`src/rtl/sseg_scan_ctrl.sv`:
```
// Four-digit multiplexed 7-segment scan controller.
// Includes a one-word shadow register, frame-aligned display commit and leading-zero blanking.
module sseg_scan_ctrl #(
  parameter int unsigned TICK_DIV = 50000,
  parameter bit          BLANK_LZ = 1'b1
) (
  input  logic        clk,
  input  logic        rst_n,
  input  logic        en_i,
  input  logic [15:0] in_bcd_i,
  input  logic        in_valid_i,
  output logic        in_ready_o,
  output logic [3:0]  digit_o,
  output logic [3:0]  an_o,
  output logic        blank_o,
  output logic        frame_done_o,
  output logic        bcd_err_o
);

  localparam int unsigned CNT_W = (TICK_DIV > 1) ? $clog2(TICK_DIV) : 1;
  localparam logic [CNT_W-1:0] CNT_LAST = CNT_W'(TICK_DIV - 1);

  typedef enum logic [0:0] {ST_OFF, ST_SCAN} state_e;

  state_e            state_q, state_d;
  logic [CNT_W-1:0]  presc_q, presc_d;
  logic [1:0]        idx_q, idx_d;
  logic [15:0]       disp_q, disp_d;
  logic [15:0]       pend_q, pend_d;
  logic              pend_valid_q, pend_valid_d;
  logic              err_q, err_d;

  logic              tick_c;
  logic              commit_c;
  logic              pend_bad_c;
  logic              lz_blank_c;

  // State register; reset discards any pending word.
  always_ff @(posedge clk or negedge rst_n) begin
    if (!rst_n) begin
      state_q      <= ST_OFF;
      presc_q      <= '0;
      idx_q        <= '0;
      disp_q       <= '0;
      pend_q       <= '0;
      pend_valid_q <= 1'b0;
      err_q        <= 1'b0;
    end else begin
      state_q      <= state_d;
      presc_q      <= presc_d;
      idx_q        <= idx_d;
      disp_q       <= disp_d;
      pend_q       <= pend_d;
      pend_valid_q <= pend_valid_d;
      err_q        <= err_d;
    end
  end

  // Next-state: scan timing, shadow-register handshake and frame-aligned commit.
  always_comb begin
    state_d      = state_q;
    presc_d      = presc_q;
    idx_d        = idx_q;
    disp_d       = disp_q;
    pend_d       = pend_q;
    pend_valid_d = pend_valid_q;
    err_d        = err_q;
    tick_c       = 1'b0;
    commit_c     = 1'b0;
    pend_bad_c   = 1'b0;

    for (int i = 0; i < 4; i++) begin
      if (pend_q[4*i +: 4] > 4'd9) pend_bad_c = 1'b1;
    end

    case (state_q)
      ST_OFF: begin
        presc_d  = '0;
        idx_d    = '0;
        commit_c = pend_valid_q;
        if (en_i) state_d = ST_SCAN;
      end
      ST_SCAN: begin
        tick_c   = (presc_q == CNT_LAST);
        commit_c = pend_valid_q && tick_c && (idx_q == 2'd3);
        if (!en_i) begin
          state_d = ST_OFF;
          presc_d = '0;
          idx_d   = '0;
        end else if (tick_c) begin
          presc_d = '0;
          idx_d   = 2'(idx_q + 2'd1);
        end else begin
          presc_d = CNT_W'(presc_q + CNT_W'(1));
        end
      end
      default: state_d = ST_OFF;
    endcase

    // Commit needs pend_valid=1 and transfer needs pend_valid=0, so they never collide.
    if (commit_c) begin
      disp_d       = pend_q;
      pend_valid_d = 1'b0;
      err_d        = pend_bad_c;
    end else if (in_valid_i && !pend_valid_q) begin
      pend_d       = in_bcd_i;
      pend_valid_d = 1'b1;
    end
  end

  // Leading-zero blanking of the active slot; digit 0 always shows.
  always_comb begin
    lz_blank_c = 1'b0;
    case (idx_q)
      2'd3:    lz_blank_c = (disp_q[15:12] == 4'h0);
      2'd2:    lz_blank_c = (disp_q[15:8]  == 8'h00);
      2'd1:    lz_blank_c = (disp_q[15:4]  == 12'h000);
      default: lz_blank_c = 1'b0;
    endcase
    lz_blank_c = lz_blank_c && BLANK_LZ;
  end

  assign in_ready_o   = ~pend_valid_q;
  assign digit_o      = 4'(disp_q >> {idx_q, 2'b00});
  assign blank_o      = (state_q == ST_OFF) || lz_blank_c;
  assign an_o         = blank_o ? 4'hF : ~(4'b0001 << idx_q);
  assign frame_done_o = tick_c && (idx_q == 2'd3);
  assign bcd_err_o    = err_q;

endmodule

```
`config.mk`:
```
export PLATFORM = sky130hd
export DESIGN_NAME = sseg_scan_ctrl
export DESIGN_NICKNAME = d
export VERILOG_FILES = /design/src/rtl/sseg_scan_ctrl.sv
export SDC_FILE = /design/constraint.sdc
export NUM_CORES = 1
export LEC_CHECK = 0
export ABC_CLOCK_PERIOD_IN_PS = 5500
export CORE_MARGIN = 2
export CORE_UTILIZATION = 40
export CTS_CLUSTER_SIZE = 8
export DETAILED_ROUTE_END_ITERATION = 7
export GPL_ROUTABILITY_DRIVEN = 0
export RECOVER_POWER = 25
export REMOVE_ABC_BUFFERS = 1
export SLEW_MARGIN = 15
export SYNTH_ARGS = -nofsm -noshare
export SYNTH_HDL_FRONTEND = slang
export SYNTH_SLANG_ARGS = --single-unit
```
`constraint.sdc`:
```
create_clock -name clk -period 5.5 [get_ports clk]
set_clock_uncertainty 0.1 [all_clocks]
set_input_delay 1.1 -clock clk [delete_from_list [all_inputs] [get_ports clk]]
set_output_delay 1.1 -clock clk [all_outputs]
set_load 0.005 [all_outputs]
```
Word-level counts from Yosys, hierarchy flattened
Index checks and enable logic that the tools add are counted.

Logic and storage cells: 52. Input port bits: 20. Flip-flop bits (word level): 53.

Bitwise gates (word level): 4. Shift-type cells: 2. Reduce and logical (&&, ||, !) cells: 11. $lt $le $gt $ge: 4. Add/subtract/negate cells: 2. Muxes and demuxes: 17. Equal/unequal tests: 5.

Operator list (number): $mux 16 (2); $pmux 16 s2 (1); $add 16x1->16 const B (1); $eq 16x16->1 const B (1); $gt 4x4->1 const B (4); $shr 16x4->4 (1); $logic_not 12->1 (1); $logic_not 8->1 (1); $mux 1 (8); $eq 2x2->1 const B (2); $logic_and 1x1->1 (4); $logic_not 4->1 (1); $mux 2 (2); $mux 4 (1); $not 4->4 (1); $pmux 2 s2 (1); $shl 1x2->4 const A (1); $ne 3x2->1 const B (1); $not 1->1 (3); $pmux 1 s3 (1); $add 2x1->2 const B (1); $eq 2x1->1 const B (1); $pmux 1 s2 (1); $reduce_and 2->1 (1); 3 further kinds (3).

Depth between registers and ports, before layout
Word-level depth: 6. Depth in mapped cells: 6.

Worst setup path after synthesis
Ideal clock, no wire load.

Path kind: register to output. Start: register idx_q[1]. End: output blank_o. Required time: 4300 ps. Slack: 2858 ps. Arrival: 1442 ps. Cell stages (with the launch flop): 7. Cell sequence: dfrtp_1 -> clkbuf_1 -> inv_1 -> ha_1 -> a21o_1 -> a21oi_1 -> o21ai_0.

Word-level cells in the longest chain between the ends: 3. Elaborated cells on any way between the ends: 5. Those cells by class: eq/ne: 3; mux: 1; reduce/logical: 1.

Ends and longest elaborated chain: start, declared (RTL line 27) `logic [1:0] idx_q, idx_d;`; start signal, assigned (RTL line 51) `idx_q <= idx_d;`; $eq 2x1->1 / $eq 2x2->1 (equally long branches) (RTL line 114) `case (idx_q)`; $pmux 1 s3 (*) (RTL line 114); $logic_or 1x1->1 (*) (RTL line 125) `assign blank_o = (state_q == ST_OFF) || lz_blank_c;`; end, declared (RTL line 15) `output logic blank_o,`.

Every way passes the cells marked *; elsewhere a longest branch is shown, timed or not.

Worst setup path in the final report
Start: register idx_q[1]. End: output an_o[2].

Word-level cells in the longest chain between the ends: 4. Elaborated cells on any way between the ends: 8. Those cells by class: eq/ne: 3; shift: 1; mux: 2; bitwise: 1; reduce/logical: 1.

Ends and longest elaborated chain: $eq 2x1->1 / $eq 2x2->1 (equally long branches) (RTL line 114); $pmux 1 s3 (RTL line 114); $logic_or 1x1->1 (RTL line 125); $mux 4 (*) (RTL line 126) `assign an_o = blank_o ? 4'hF : ~(4'b0001 << idx_q);`; end, declared (RTL line 14) `output logic [3:0] an_o,`.

Marked as above.

==> flow_metrics.tcl <==
set metrics [dict create \
    grt_pass1_wl_um 7700 \
    drc 0 \
    cp.arrival_ns 2.24 \
    slowest_delay_ns 0.56 \
    fin_setup_tns_ns 0 \
    final_nets 257 \
    antenna_found_initial 0 \
    core_mm2 0.00599 \
    pwr-share-seq_pct 56.5 \
    hold_viol_final 0 \
    ys_ff_latch 53 \
    syn_area_per_cell_um2 12.7 \
    synth_top_area_share_pct 53.1 \
    dp.final_hpwl_um 3210 \
    power_frac_comb_pct 20.0 \
    synthArstFlopShare_pct 100 \
    leakage_nw 1.18 \
    syn-cell-area_mm2 0.00250 \
    grt_overflow 0 \
    clk_pin_slew_ns 0.10 \
    endpoint_kind "primary output" \
    dieArea_mm2 0.00689 \
    cts_tree "yes" \
    grt_use_total_pct 13.9 \
    pre_cts_ws_ns 2.41 \
    yosysSeqAreaShare_pct 53.1 \
    final_area_mm2 0.00297 \
    synth.distinct_cells 37 \
    final_cell_count_no_fill 307 \
    die_y_um 83.0 \
    ys_warn_count 0 \
    initial_core_util_pct 41.7 \
    syn_inst 197 \
    sw_frac_of_total_pct 26.9 \
    crit_chain "inv_1 -> ha_1 -> a21o_1 -> a21oi_1 -> o211ai_1 -> clkdlybuf4s50_1" \
    clock_path_buffers 2 \
    setup_viol 0 \
    power_frac_clock_pct 23.5 \
    intPower_mw 0.692 \
    htreeDepth 2 \
    worstPathRequired_ns 4.30 \
    cts_sinks 53 \
    timing.final.ws_setup_ns 2.06 \
    antennaDiodeCount 0 \
    yosys.area.top_type "dfrtp_1" \
    holdBufCountCts 0 \
    drive_above_1_share_pct 23.7 \
    grt_max_degree 54 \
    fp-row-count 28 \
    wire_per_inst_um 14.8 \
    synth_flop_cell "dfrtp_1" \
    slew_viol_final 54 \
    synthTopCellsByArea "dfrtp_1, mux2_2, mux4_2" \
    die_w_um 83.0 \
    place_inst 299 \
    holdWs_ns 0.397 \
    hp-class "register to register" \
    postLayoutCoreUtil_pct 49.5 \
    cp_slowest_cell "dfrtp_1" \
    cts_buffers 5 \
    dr_total_vias 1586 \
    path_max_fanout 8 \
    postRouteAntennaNets 0 \
    power_mw 0.947 \
    synth_edf_count 0 \
    syn_to_final_growth_pct 18.7 \
    slew_headroom_pct -83.1 \
    rsz0062_at_grt "no" \
    cts.repair_timing.setup_buffer_count 0 \
    cp_num_buf_inv 2 \
    p_sw_mw 0.255 \
    fmax_ghz 0.291 \
    critPathLaunchType "register" \
    path_delay_family "buffers and inverters" \
    placed_area_mm2 0.00288 \
    clk_latency_ns 0.31 \
    grt_pass1_vias 1576 \
    path_class "register to primary output" \
    yosysMostFrequentCell "dfrtp_1" \
    wl_um 4540 \
    violations "capacitance limit, slew limit" \
    period_share_pct 62.5 \
    drt_iter0_markers 100 \
    cts.repair.resized 0 \
    vias_per_cell 5.17 \
    dr.pass1.iters 4 \
    synth.top_cells.by_count "dfrtp_1, mux2_2, nor2_1" \
    cellPowerDensity_mw_per_mm2 319 \
    fillers 559 \
    drv_cap 1 \
    min_period_ns 3.44 \
    port_buffers 31 \
    cts-root-buf "clkbuf_8" \
    vdd_ir_drop_max_mv 0.149 \
    outcome "complete, but fails checks" \
    io_pins 32 \
    worst_pin_slew_ns 2.75 \
]
## worst reg2reg max path, stage by stage (launching register included)
cell     delay, ns
dfrtp_1       0.40
ha_1          0.21
and3_1        0.26
nand4_4       0.18
o22ai_4       0.51
mux2_2        0.41
## cells in the final DEF, fill, tap and decap left out, drive strengths merged, types with 7 or more instances in the layout
| master | Yosys | routed |
|---|---|---|
| clkdlybuf4s50 | 0 | 29 |
| dfrtp | 53 | 53 |
| inv | 6 | 7 |
| mux2 | 33 | 33 |
| nand2 | 9 | 9 |
| nand3 | 8 | 8 |
| nor2 | 17 | 17 |
| o21ai | 7 | 7 |
| xnor2 | 7 | 7 |
## power by group through the flow
stage / clock [mW] / sequential [mW] / combinational [mW]
final: 0.223 / 0.535 / 0.189
after global routing: 0.250 / 0.547 / 0.208
after CTS: 0.234 / 0.536 / 0.195
after detailed placement: 0 / 0.545 / 0.193
after global placement: 0 / 0.542 / 0.191
after floorplan: 0 / 0.517 / 0.118
## sequential cells by signal, summed over array words and instances (netlist names)
name,cells
idx_q,2
bcd_err_o,1
state_q,1
pend_valid_q,1
disp_q,16
presc_q,16
pend_q,16
## worst paths after layout
kind / startpoint / slack [ns] / endpoint / depth (start not counted)
max reg2reg: presc_q[0] / 3.33 / disp_q[9] / 5
min in group asynchronous: rst_n / 1.66 / presc_q[0] / 2
min reg2reg: presc_q[0] / 0.40 / presc_q[0] / 1
max in group asynchronous: rst_n / 2.10 / idx_q[1] / 2
min: presc_q[0] / 0.40 / presc_q[0] / 1
max: idx_q[1] / 2.06 / an_o[2] / 6
## cell families (layout without fill, tap and decap cells)
family	count (synthesis)	after routing	synth area share, %
compound gates	18	18	4.81
simple gates	58	58	13.7
mux	38	38	18.9
xor+xnor	12	12	4.21
fa+ha+maj	6	6	3.00
buf+inv	12	47	2.35
flops	53	53	53.1
## layout make-up
| cell class | count | area (µm²) | share of cell area (%) |
|---|---|---|---|
| Tap cell | 75 | 93.8 | 3.16 |
| Clock inverter | 3 | 25.0 | 0.844 |
| Inverter | 6 | 22.5 | 0.759 |
| Timing Repair Buffer | 33 | 317 | 10.7 |
| Sequential cell | 53 | 1330 | 44.7 |
| Multi-Input combinational cell | 132 | 1110 | 37.5 |
| Clock buffer | 5 | 68.8 | 2.32 |
## metal layers
layer | track usage (%) | share of wire (%) | wire [µm] | up-vias
met5 | 0 | 0 | 0 | -
met4 | 4.47 | 1.4 | 62 | 0
met3 | 3.38 | 3.1 | 139 | 5
met2 | 19.6 | 42 | 1910 | 28
met1 | 21.0 | 53 | 2430 | 781
li1 | - | - | - | 772
Note: power is estimated with default switching activity, not from simulation.
